## src/rtl/next_mon_host.sv

```systemverilog
// next_mon_host: host-side initiator for the NeXT monitor/keyboard serial link.
// Generates the free-running mon_clk and shifts 24-bit command frames out on
// to_mon (start 0, data MSB first, stop 1). It can then capture a 24-bit
// response frame from from_mon. Every transaction ends with an idle gap.
// Ports:
//   clk, reset          system clock, synchronous active-high reset
//   mon_clk             link clock, clk/(2*CLK_DIV)
//   to_mon / from_mon   serial data out (changes on mon_clk fall) / in (sampled on rise)
//   cmd_*               command request handshake (cmd_ready high only in IDLE)
//   resp_*              captured response, framing error and timeout strobes
//   busy                transaction in progress
module next_mon_host #(
    parameter int unsigned CLK_DIV      = 5,
    parameter int unsigned RESP_TIMEOUT = 64,
    parameter int unsigned GAP_BITS     = 4
) (
    input  logic        clk,
    input  logic        reset,
    output logic        mon_clk,
    output logic        to_mon,
    input  logic        from_mon,
    input  logic [23:0] cmd_data,
    input  logic        cmd_expect_resp,
    input  logic        cmd_valid,
    output logic        cmd_ready,
    output logic [23:0] resp_data,
    output logic        resp_valid,
    output logic        resp_frame_err,
    output logic        resp_timeout,
    output logic        busy
);

    localparam int unsigned FRAME_W = 24;
    localparam int unsigned DIV_W   = (CLK_DIV > 1) ? $clog2(CLK_DIV) : 1;
    localparam int unsigned BIT_W   = $clog2(FRAME_W + 1);
    localparam int unsigned WAIT_W  = $clog2(RESP_TIMEOUT + 1);
    localparam int unsigned GAP_W   = $clog2(GAP_BITS + 2);

    typedef enum logic [2:0] {
        ST_IDLE,
        ST_TX_START,
        ST_TX_DATA,
        ST_TX_STOP,
        ST_RX_WAIT,
        ST_RX_DATA,
        ST_RX_STOP,
        ST_GAP
    } state_t;

    state_t               state;
    logic [DIV_W-1:0]     div_cnt;
    logic                 div_wrap;
    logic                 fall_tick;
    logic                 rise_tick;
    logic [1:0]           from_sync;
    logic                 rx_bit;
    logic [FRAME_W-1:0]   tx_shreg;
    logic [FRAME_W-1:0]   rx_shreg;
    logic                 expect_resp;
    logic [BIT_W-1:0]     bit_cnt;
    logic [WAIT_W-1:0]    wait_cnt;
    logic [GAP_W-1:0]     gap_cnt;

    // Strobes flag the cycle on which mon_clk is about to toggle
    assign div_wrap  = (div_cnt == DIV_W'(CLK_DIV - 1));
    assign fall_tick = div_wrap &  mon_clk;
    assign rise_tick = div_wrap & ~mon_clk;

    assign rx_bit    = from_sync[1];
    assign cmd_ready = (state == ST_IDLE) && !reset;
    assign busy      = (state != ST_IDLE);

    // mon_clk divider
    always_ff @(posedge clk) begin
        if (reset) begin
            div_cnt <= '0;
            mon_clk <= 1'b0;
        end else if (div_wrap) begin
            div_cnt <= '0;
            mon_clk <= ~mon_clk;
        end else begin
            div_cnt <= div_cnt + DIV_W'(1);
        end
    end

    // from_mon synchronizer, reset to the idle-high level
    always_ff @(posedge clk) begin
        if (reset) begin
            from_sync <= 2'b11;
        end else begin
            from_sync <= {from_sync[0], from_mon};
        end
    end

    // Transaction FSM with registered link and response outputs
    always_ff @(posedge clk) begin
        if (reset) begin
            state          <= ST_IDLE;
            to_mon         <= 1'b1;
            tx_shreg       <= '0;
            rx_shreg       <= '0;
            expect_resp    <= 1'b0;
            bit_cnt        <= '0;
            wait_cnt       <= '0;
            gap_cnt        <= '0;
            resp_data      <= '0;
            resp_valid     <= 1'b0;
            resp_frame_err <= 1'b0;
            resp_timeout   <= 1'b0;
        end else begin
            resp_valid   <= 1'b0;
            resp_timeout <= 1'b0;
            case (state)
                ST_IDLE: begin
                    to_mon <= 1'b1;
                    if (cmd_valid) begin
                        tx_shreg    <= cmd_data;
                        expect_resp <= cmd_expect_resp;
                        state       <= ST_TX_START;
                    end
                end
                ST_TX_START: begin
                    if (fall_tick) begin
                        to_mon  <= 1'b0;
                        bit_cnt <= '0;
                        state   <= ST_TX_DATA;
                    end
                end
                ST_TX_DATA: begin
                    // The fall after the 24th data bit ends bit 0 and starts the stop bit
                    if (fall_tick) begin
                        if (bit_cnt == BIT_W'(FRAME_W)) begin
                            to_mon <= 1'b1;
                            state  <= ST_TX_STOP;
                        end else begin
                            to_mon   <= tx_shreg[FRAME_W-1];
                            tx_shreg <= {tx_shreg[FRAME_W-2:0], 1'b0};
                            bit_cnt  <= bit_cnt + BIT_W'(1);
                        end
                    end
                end
                ST_TX_STOP: begin
                    // Entry on a fall: that fall already opens the first gap period
                    if (fall_tick) begin
                        if (expect_resp) begin
                            wait_cnt <= '0;
                            state    <= ST_RX_WAIT;
                        end else begin
                            gap_cnt <= GAP_W'(1);
                            state   <= ST_GAP;
                        end
                    end
                end
                ST_RX_WAIT: begin
                    if (rise_tick) begin
                        if (!rx_bit) begin
                            bit_cnt <= '0;
                            state   <= ST_RX_DATA;
                        end else if (wait_cnt == WAIT_W'(RESP_TIMEOUT - 1)) begin
                            resp_timeout <= 1'b1;
                            gap_cnt      <= '0;
                            state        <= ST_GAP;
                        end else begin
                            wait_cnt <= wait_cnt + WAIT_W'(1);
                        end
                    end
                end
                ST_RX_DATA: begin
                    if (rise_tick) begin
                        rx_shreg <= {rx_shreg[FRAME_W-2:0], rx_bit};
                        if (bit_cnt == BIT_W'(FRAME_W - 1)) begin
                            state <= ST_RX_STOP;
                        end else begin
                            bit_cnt <= bit_cnt + BIT_W'(1);
                        end
                    end
                end
                ST_RX_STOP: begin
                    if (rise_tick) begin
                        resp_data      <= rx_shreg;
                        resp_frame_err <= ~rx_bit;
                        resp_valid     <= 1'b1;
                        gap_cnt        <= '0;
                        state          <= ST_GAP;
                    end
                end
                ST_GAP: begin
                    // Entered from RX on a rise: the first fall only aligns to a period boundary
                    if (fall_tick) begin
                        if (gap_cnt >= GAP_W'(GAP_BITS)) begin
                            state <= ST_IDLE;
                        end else begin
                            gap_cnt <= gap_cnt + GAP_W'(1);
                        end
                    end
                end
                default: begin
                    state <= ST_IDLE;
                end
            endcase
        end
    end

endmodule

```

## config.mk

```make
export PLATFORM = sky130hd
export DESIGN_NAME = next_mon_host
export DESIGN_NICKNAME = d
export VERILOG_FILES = /design/src/rtl/next_mon_host.sv
export SDC_FILE = /design/constraint.sdc
export NUM_CORES = 1
export LEC_CHECK = 0
export ABC_AREA = 0
export BUFFER_PORTS_ARGS = -buffer_cell sky130_fd_sc_hd__buf_2
export CAP_MARGIN = 10
export CORE_ASPECT_RATIO = 0.75
export CORE_MARGIN = 5
export CORE_UTILIZATION = 50
export DETAILED_ROUTE_END_ITERATION = 7
export GPL_TIMING_DRIVEN = 0
export PLACE_DENSITY_LB_ADDON = 0.12
export SYNTH_ARGS = -nofsm -noshare
export SYNTH_HDL_FRONTEND = slang
export SYNTH_SLANG_ARGS = --single-unit
```

## constraint.sdc

```tcl
create_clock -name clk -period 1.7 [get_ports clk]
set_input_delay 0.255 -clock clk [delete_from_list [all_inputs] [get_ports clk]]
set_output_delay 0.255 -clock clk [all_outputs]
set_load 0.02 [all_outputs]
```

-- Word level (Yosys, flattened, before mapping)
Cells that the tools add are included.
- RAM bits: 0
- bits in latches: 0
- logic and storage cells: 128
- ROM bits: 0
- input port bits: 29
- memories kept: 0
- output and inout bits: 31
- bits in registers: 101
- add/sub/neg operators: 4
- $mul: 0
- order comparisons: 1
- mux-type cells: 48
- div/mod/pow operators: 0
- equality and inequality tests: 32
- bitwise logic cells: 7
- shifts and indexed selects: 0
- reduce and logical (&&, ||, !) cells: 21
- operators by type and width (cell ; number):
    24-bit two-way mux ; 3
    3-bit two-way mux ; 21
    24-bit case mux with 2 select lines ; 1
    2-bit != test, second input constant ; 20
    5-bit two-way mux ; 7
    7-bit two-way mux ; 5
    3-bit case mux with 8 select lines ; 1
    5-bit case mux with 4 select lines ; 1
    3-bit equality test, second input constant ; 5
    7-bit case mux with 2 select lines ; 1
    3-bit case mux with 4 select lines ; 1
    12-bit AND reduction ; 1
    5-bit equality test, second input constant ; 2
    9-bit AND reduction ; 1
    8-bit AND reduction ; 1
    4-bit nonzero test ; 2
    7-bit by 1-bit adder with 7-bit output, second input constant ; 1
    7-bit by 6-bit equality test with 1-bit output, second input constant ; 1
    3-bit by 1-bit adder with 3-bit output, second input constant ; 2
    3-bit by 2-bit equality test with 1-bit output, second input constant ; 2
    2-bit AND reduction ; 3
    6-bit AND reduction ; 1
    3-bit nonzero test ; 2
    5-bit by 1-bit adder with 5-bit output, second input constant ; 1
    other kinds (16) ; 27

-- Longest topological paths before layout
Gate-level depths: netlist (run 1).
- word-level depth: 5
- mapped depth: 9

-- Worst setup path after synthesis (run 1)
Ideal clock, no wire load.
- kind: register -> output
- from: register state[1]
- to: output port cmd_ready
- stages on the path, launching flop included: 6
- path slack: -38 ps
- arrival: 1483 ps
- path through: dfxtp_1 -> buf_6 -> buf_4 -> buf_2 -> or3_1 -> nor2_1
- cells in the longest elaborated chain, start to end: 2
- ends and longest elaborated chain (element ; line ; text):
    from (decl) ; 50 ; state_t state;
    from (signal assigned) ; 98 ; state <= ST_IDLE;
    from (signal assigned) ; 119 ; state <= ST_TX_START;
    from (signal assigned) ; 126 ; state <= ST_TX_DATA;
    3-bit logical NOT ; 70 ; assign cmd_ready = (state == ST_IDLE) && !reset;
    1-bit logical AND ; 70 ;
    to (decl) ; 25 ; output logic cmd_ready,
Every way passes these cells.

-- Final worst setup path (run 1)
- from: register state[0]
- to: output port cmd_ready
Same word-level chain as after synthesis.

==> results of run 1 <==
[cell usage in the layout (no fill, tap or decap), drive strengths merged, types with 2 or more instances in the layout]
cell type,count
nand2b,9
and3,2
o21a,2
inv,10
nand3b,5
nand4b,4
or3b,2
nor3b,2
mux2i,3
a21oi,61
a311oi,23
nand2,151
clkinvlp,2
o31ai,4
a31oi,4
and4bb,2
dfxtp,101
nor3,5
nor2b,6
a211oi,4
ha,6
nand3,10
o221ai,2
clkbuf,27
o21ai,9
xnor2,4
or4,6
buf,109
or2,3
nor2,39
o21bai,2
and2,2
or3,2
[final timing paths]
check / from / end / slack, ps / depth (start not counted)
max reg2reg: state[2] / bit_cnt[2] / -130 / 5
min reg2reg: from_sync[0] / from_sync[1] / 420 / 1
min: from_mon / from_sync[0] / 90 / 2
max: state[0] / cmd_ready / -140 / 5
[timing repair]
action,CTS,global route
resized for setup,87,60
buffers inserted,21,5
gates cloned,3,2
pin swaps,17,22
hold endpoints to repair,0,0
setup endpoints to repair,81,83
[worst max-delay path, cell delays in order, from the launching register on]
cell and delay (ps):
dfxtp_1 340, buf_6 150, buf_6 150, or3_4 380, nor2_4 90, buf_6 120
[sequential cells by signal, indices dropped and copies added (netlist names), 2 cells and up]
signal,flops
div_cnt,3
rx_shreg,24
bit_cnt,5
from_sync,2
resp_data,24
wait_cnt,7
gap_cnt,3
tx_shreg,24
state,3
[cells by family after synthesis]
logic type                 count (synthesis)  share of synthesized area, %
adders and majority gates                  7                         1.932
AOI/OAI and AO/OA                        122                         18.81
muxes                                      4                        0.9375
xor gates and xnor gates                   4                        0.7954
and+or+nand+nor                          255                         26.56
DFF                                      101                         45.91
buffers and inverters                     48                         5.057
[area by class of cell]
type | instances | area (sq um) | area share [%]
repair buffers | 89 | 596.8 | 9.946
inverters | 8 | 30.03 | 0.5004
plain buffers | 37 | 304.0 | 5.067
multi-input cells | 393 | 2592 | 43.20
clock buffers | 10 | 239.0 | 3.982
clock inverters | 6 | 70.07 | 1.168
flip-flops and latches | 101 | 2033 | 33.88
well taps | 108 | 135.1 | 2.252
[per-layer routing]
metal,GRT usage (%),vias up,part of all wire [%]
li1,-,2065,-
met1,29.22,2049,43
met2,34.18,189,46
met3,5.528,37,7.4
met4,6.704,0,3.0
met5,0,-,0
[stage by stage]
step | cells | util [%]
after floorplan | 541 | -
after global placement | 708 | 56.79
after detailed placement | 708 | 56.79
after CTS | 745 | 66.44
after global routing | 752 | 70.37
final | 752 | 70.37
[where the power goes]
part	leakage (nW)	internal, W	switching [W]
clock	0.147	0.00119	0.000937
sequential	0.824	0.00245	0.0000633
combinational	1.29	0.000365	0.000408
total	2.27	0.00401	0.00141
==> reports/metrics.cfg, run 1 <==
[critical_path]
worstSetupPathType=reg2out
worstPathRequired_ps=1440
arrival_ps=1590
worstSetupStartpointType=flop
critPathCaptureType=output port
crit_fanout=10

[placement]
dpl_cell_area_sq_um=4842
place.gp.congestion=0.8888
hpwlAfterDp_um=7505
post-place-ws_ps=-457.3
port_buffers=59

[route]
drtPass1Iterations=5
drc=0
route.detailed.wl_per_inst_um=17.19
ant_nets=0
routed_wirelength_um=12920
drt_iter0_markers=347
vias=4340
via_per_inst=5.771

[cts]
cts_buffer_depth=2
cts_made_buffers=9
h-tree-depth=3
cts_root_buffer=clkbuf_16
clock-sinks=101
clkLatencyLatePin_ps=350
cts_tree=yes
holdBufCountCts=0
path_clk_slew_ps=70

[timing]
hold_ws_ps=88.43
fmax_mhz=543.1
setup_slack_ps=-141.3
maxSlewViolCount=0
skew_ps=9.454
relSlewSlack_pct=52.25
finalCritPeriodShare_pct=108.3
post-route-min-period_ps=1841
hold_viol=0
final.setup.tns_ps=-2153
worst_slew_pin_slew_ps=716.3
setup_violations=54
rsz0062_at_grt=true

[finish]
fillers=651
nNetsFinal=674
diodes=0
stdcell_area_sq_um=6001
area_delta_synth_final_pct=36.25
drive_gt1_share_pct=33.85

[run]
maxCapViolCount=0

[synthesis]
synth-edff-count=0
synth_top_cell_area_share_pct=45.91
ys_types=61
synth_warnings=0
ys_top_cells_by_count=nand2_1, dfxtp_1, a21oi_1, nor2_1, a311oi_1
post-synth-top-count-cell=nand2_1
syn_avg_cell_area_sq_um=8.141
syn_inst=541
synthesis.nets=576
syn_area_sq_um=4404
async_flop_share_pct=0
synthFlopType=dfxtp_1
synth.area.top_cells=dfxtp_1, nand2_1, a21oi_1
yosysTopAreaCell=dfxtp_1
ys_seq_area_share_pct=45.91
ys_ff_latch=101

[global_routing]
grt_pass1_wl_um=19490
grt_max_degree=18
track_usage_pct=21.63
grt_overflow=0
grt_pass1_vias=4040
antenna_found_initial=0

[power]
p_leak_nw=2.265
power_density_nw_per_um2=903.1
total_power_w=0.005419
ir_worst_vdd_mv=0.7291

[floorplan]
start_util_pct=51.65
dieArea_sq_um=10800
die_y_um=91.28
core.rowCount=29
io_pins=60
core_sq_um=8527
die_x_um=118.4

[outcome]
violations=negative setup slack
status=finished, violations left

[min_path]
holdCritPathClass=in2reg

Note: power is estimated with default switching activity, not from simulation.
==> run 2: changes to the inputs <==
--- a/config.mk
+++ b/config.mk
@@ -13,7 +13,7 @@
 export CORE_UTILIZATION = 50
 export DETAILED_ROUTE_END_ITERATION = 7
 export GPL_TIMING_DRIVEN = 0
-export PLACE_DENSITY_LB_ADDON = 0.12
+export PLACE_DENSITY = 0.72
 export SYNTH_ARGS = -nofsm -noshare
 export SYNTH_HDL_FRONTEND = slang
 export SYNTH_SLANG_ARGS = --single-unit
==> reports/metrics.cfg, run 2 (same netlist as run 1, synthesis figures left out) <==
[critical_path]
worstSetupStartpointType=flop
arrival_ps=2190
reg2regPathDepth=9
crit_start=bit_cnt[1]
worstSetupPathType=reg2reg
timing.rr.end=tx_shreg[13]
rrSetupSlack_ps=-230
cp.depth=9
path_buf_inv=4
cpPeakStageDelay_ps=350
crit_fanout=6
critPathCaptureType=flop
crit_path_top_delay_cell=a31oi_2
worstPathRequired_ps=1950
endpoint=tx_shreg[13]
timing.rr.start=bit_cnt[1]
crit_chain=inv_2, ha_4, nand4b_1, a31oi_2, nor3_4, buf_6, buf_8, buf_12, a311oi_2
critical_path.top_delay_family=compound AO/OA/AOI/OAI gates

[outcome]
status=finished, violations left
violations=negative setup slack

[power]
internal_power_w=0.003900
p_leak_nw=2.312
p_switching_w=0.001329
switching_share_pct=25.42
ir_worst_vdd_mv=0.8172
seq_power_share_pct=48.0
power_density_nw_per_um2=849.6
p_comb_share_pct=14.5
p_clk_share_pct=37.5

[global_routing]
grt_pass1_vias=3954
track_usage_pct=21.35
grt_overflow=0
antenna_found_initial=0
grt_pass1_wl_um=19300
grt_max_degree=16

[route]
via_per_inst=5.631
drc=0
routed_wirelength_um=12630
route.detailed.wl_per_inst_um=16.51
vias=4308
drt_iter0_markers=317
drtPass1Iterations=5
ant_nets=0

[timing]
setup_slack_ps=-234.6
hold_viol=0
post-route-min-period_ps=1935
worst_slew_pin_slew_ps=721.2
finalCritPeriodShare_pct=113.8
skew_ps=5.664
maxSlewViolCount=0
rsz0062_at_grt=true
hold_ws_ps=96.28
relSlewSlack_pct=51.92
fmax_mhz=516.9
setup_violations=56

[finish]
stdcell_area_sq_um=6155
most-common-layout-cells=nand2_1, dfxtp_1, buf_2
drive_gt1_share_pct=35.92
area_delta_synth_final_pct=39.74
mostFrequentLayoutCell=nand2_1
reg.largest.list=resp_data: 24 flops, rx_shreg: 24 flops, tx_shreg: 24 flops
nNetsFinal=687
diodes=0

[cts]
h-tree-depth=3
clock-sinks=101
path_clk_slew_ps=70
cts_made_buffers=9
clkLatencyLatePin_ps=340
holdBufCountCts=0
cts_root_buffer=clkbuf_16
cts_buffer_depth=2
cts_tree=yes

[placement]
port_buffers=59
dpl_cell_area_sq_um=4842
hpwlAfterDp_um=7347
place.gp.congestion=0.9500

[floorplan]
io_pins=60
start_util_pct=51.65
die_x_um=118.4
dieArea_sq_um=10800
die_y_um=91.28
core.rowCount=29
core_sq_um=8527

[run]
maxCapViolCount=0

[min_path]
holdCritPathClass=in2reg
hold_start=from_mon

run 2: cell count changes in the layout (fill, tap and decap cells not counted), sizes merged:
cell      previous run  this run
buf                109       122
o21a                 2         3
clkinvlp             2         1
bufinv               1         0
clkinv               1         0
clkbuf              27        30
inv                 10         9
run 2: metal layers:
layer	track usage (%)	wire, um	vias up
li1	-	-	2092
met1	29.75	5653	2035
met2	32.77	5857	163
met3	5.714	915	18
met4	6.043	203	0
met5	0	0	-
run 2: how the worst min path moves through the flow:
stage               cells after the start            to
finish                                  2  from_sync[0]
global route                            2  from_sync[0]
CTS                                     2  from_sync[0]
detailed placement                      1  from_sync[1]
global placement                        1  from_sync[1]
floorplan                               1  from_sync[0]
run 2: what timing repair did:
action | in CTS | in global routing
pin swaps | 18 | 47
setup endpoints to repair | 81 | 82
gates cloned | 4 | 2
gates resized for setup | 91 | 81
buffers inserted | 21 | 21
run 2: power groups by stage:
stage,registers (W),logic [W],clock network (W)
6_report,0.00251,0.000760,0.00196
5_1_grt,0.00252,0.000816,0.00210
4_1_cts,0.00250,0.000591,0.00200
3_5_place_dp,0.00255,0.000465,0
3_3_place_gp,0.00255,0.000454,0
2_1_floorplan,0.00254,0.000332,0
run 2: worst register-to-register path: stages, from the launching register on:
cell and delay (ps):
dfxtp_2 330, inv_2 80, ha_4 140, nand4b_1 240
a31oi_2 350, nor3_4 80, buf_6 130, buf_8 130
buf_12 130, a311oi_2 240
run 2: cell type report:
| type | instances | area [sq um] |
|---|---|---|
| clock buffers | 14 | 264.0 |
| fillers | 610 | 2372 |
| multi-input cells | 394 | 2639 |
| well taps | 108 | 135.1 |
| plain buffers | 37 | 325.3 |
| inverters | 8 | 32.53 |
| flip-flops and latches | 101 | 2034 |
| repair buffers | 101 | 708.2 |
| clock inverters | 2 | 16.27 |
run 2: stage by stage:
stage	power, W	std cells	util [%]	worst slack, ps	TNS, ps
finish	0.005229	765	72.18	-234.6	-5804
global route	0.005434	765	72.18	-293.9	-10530
CTS	0.005096	745	65.78	-195.9	-3244
detailed placement	0.003020	708	56.79	-424.4	-18510
global placement	0.003006	708	56.79	-389.0	-15480
floorplan	0.002877	541	-	3.836	0
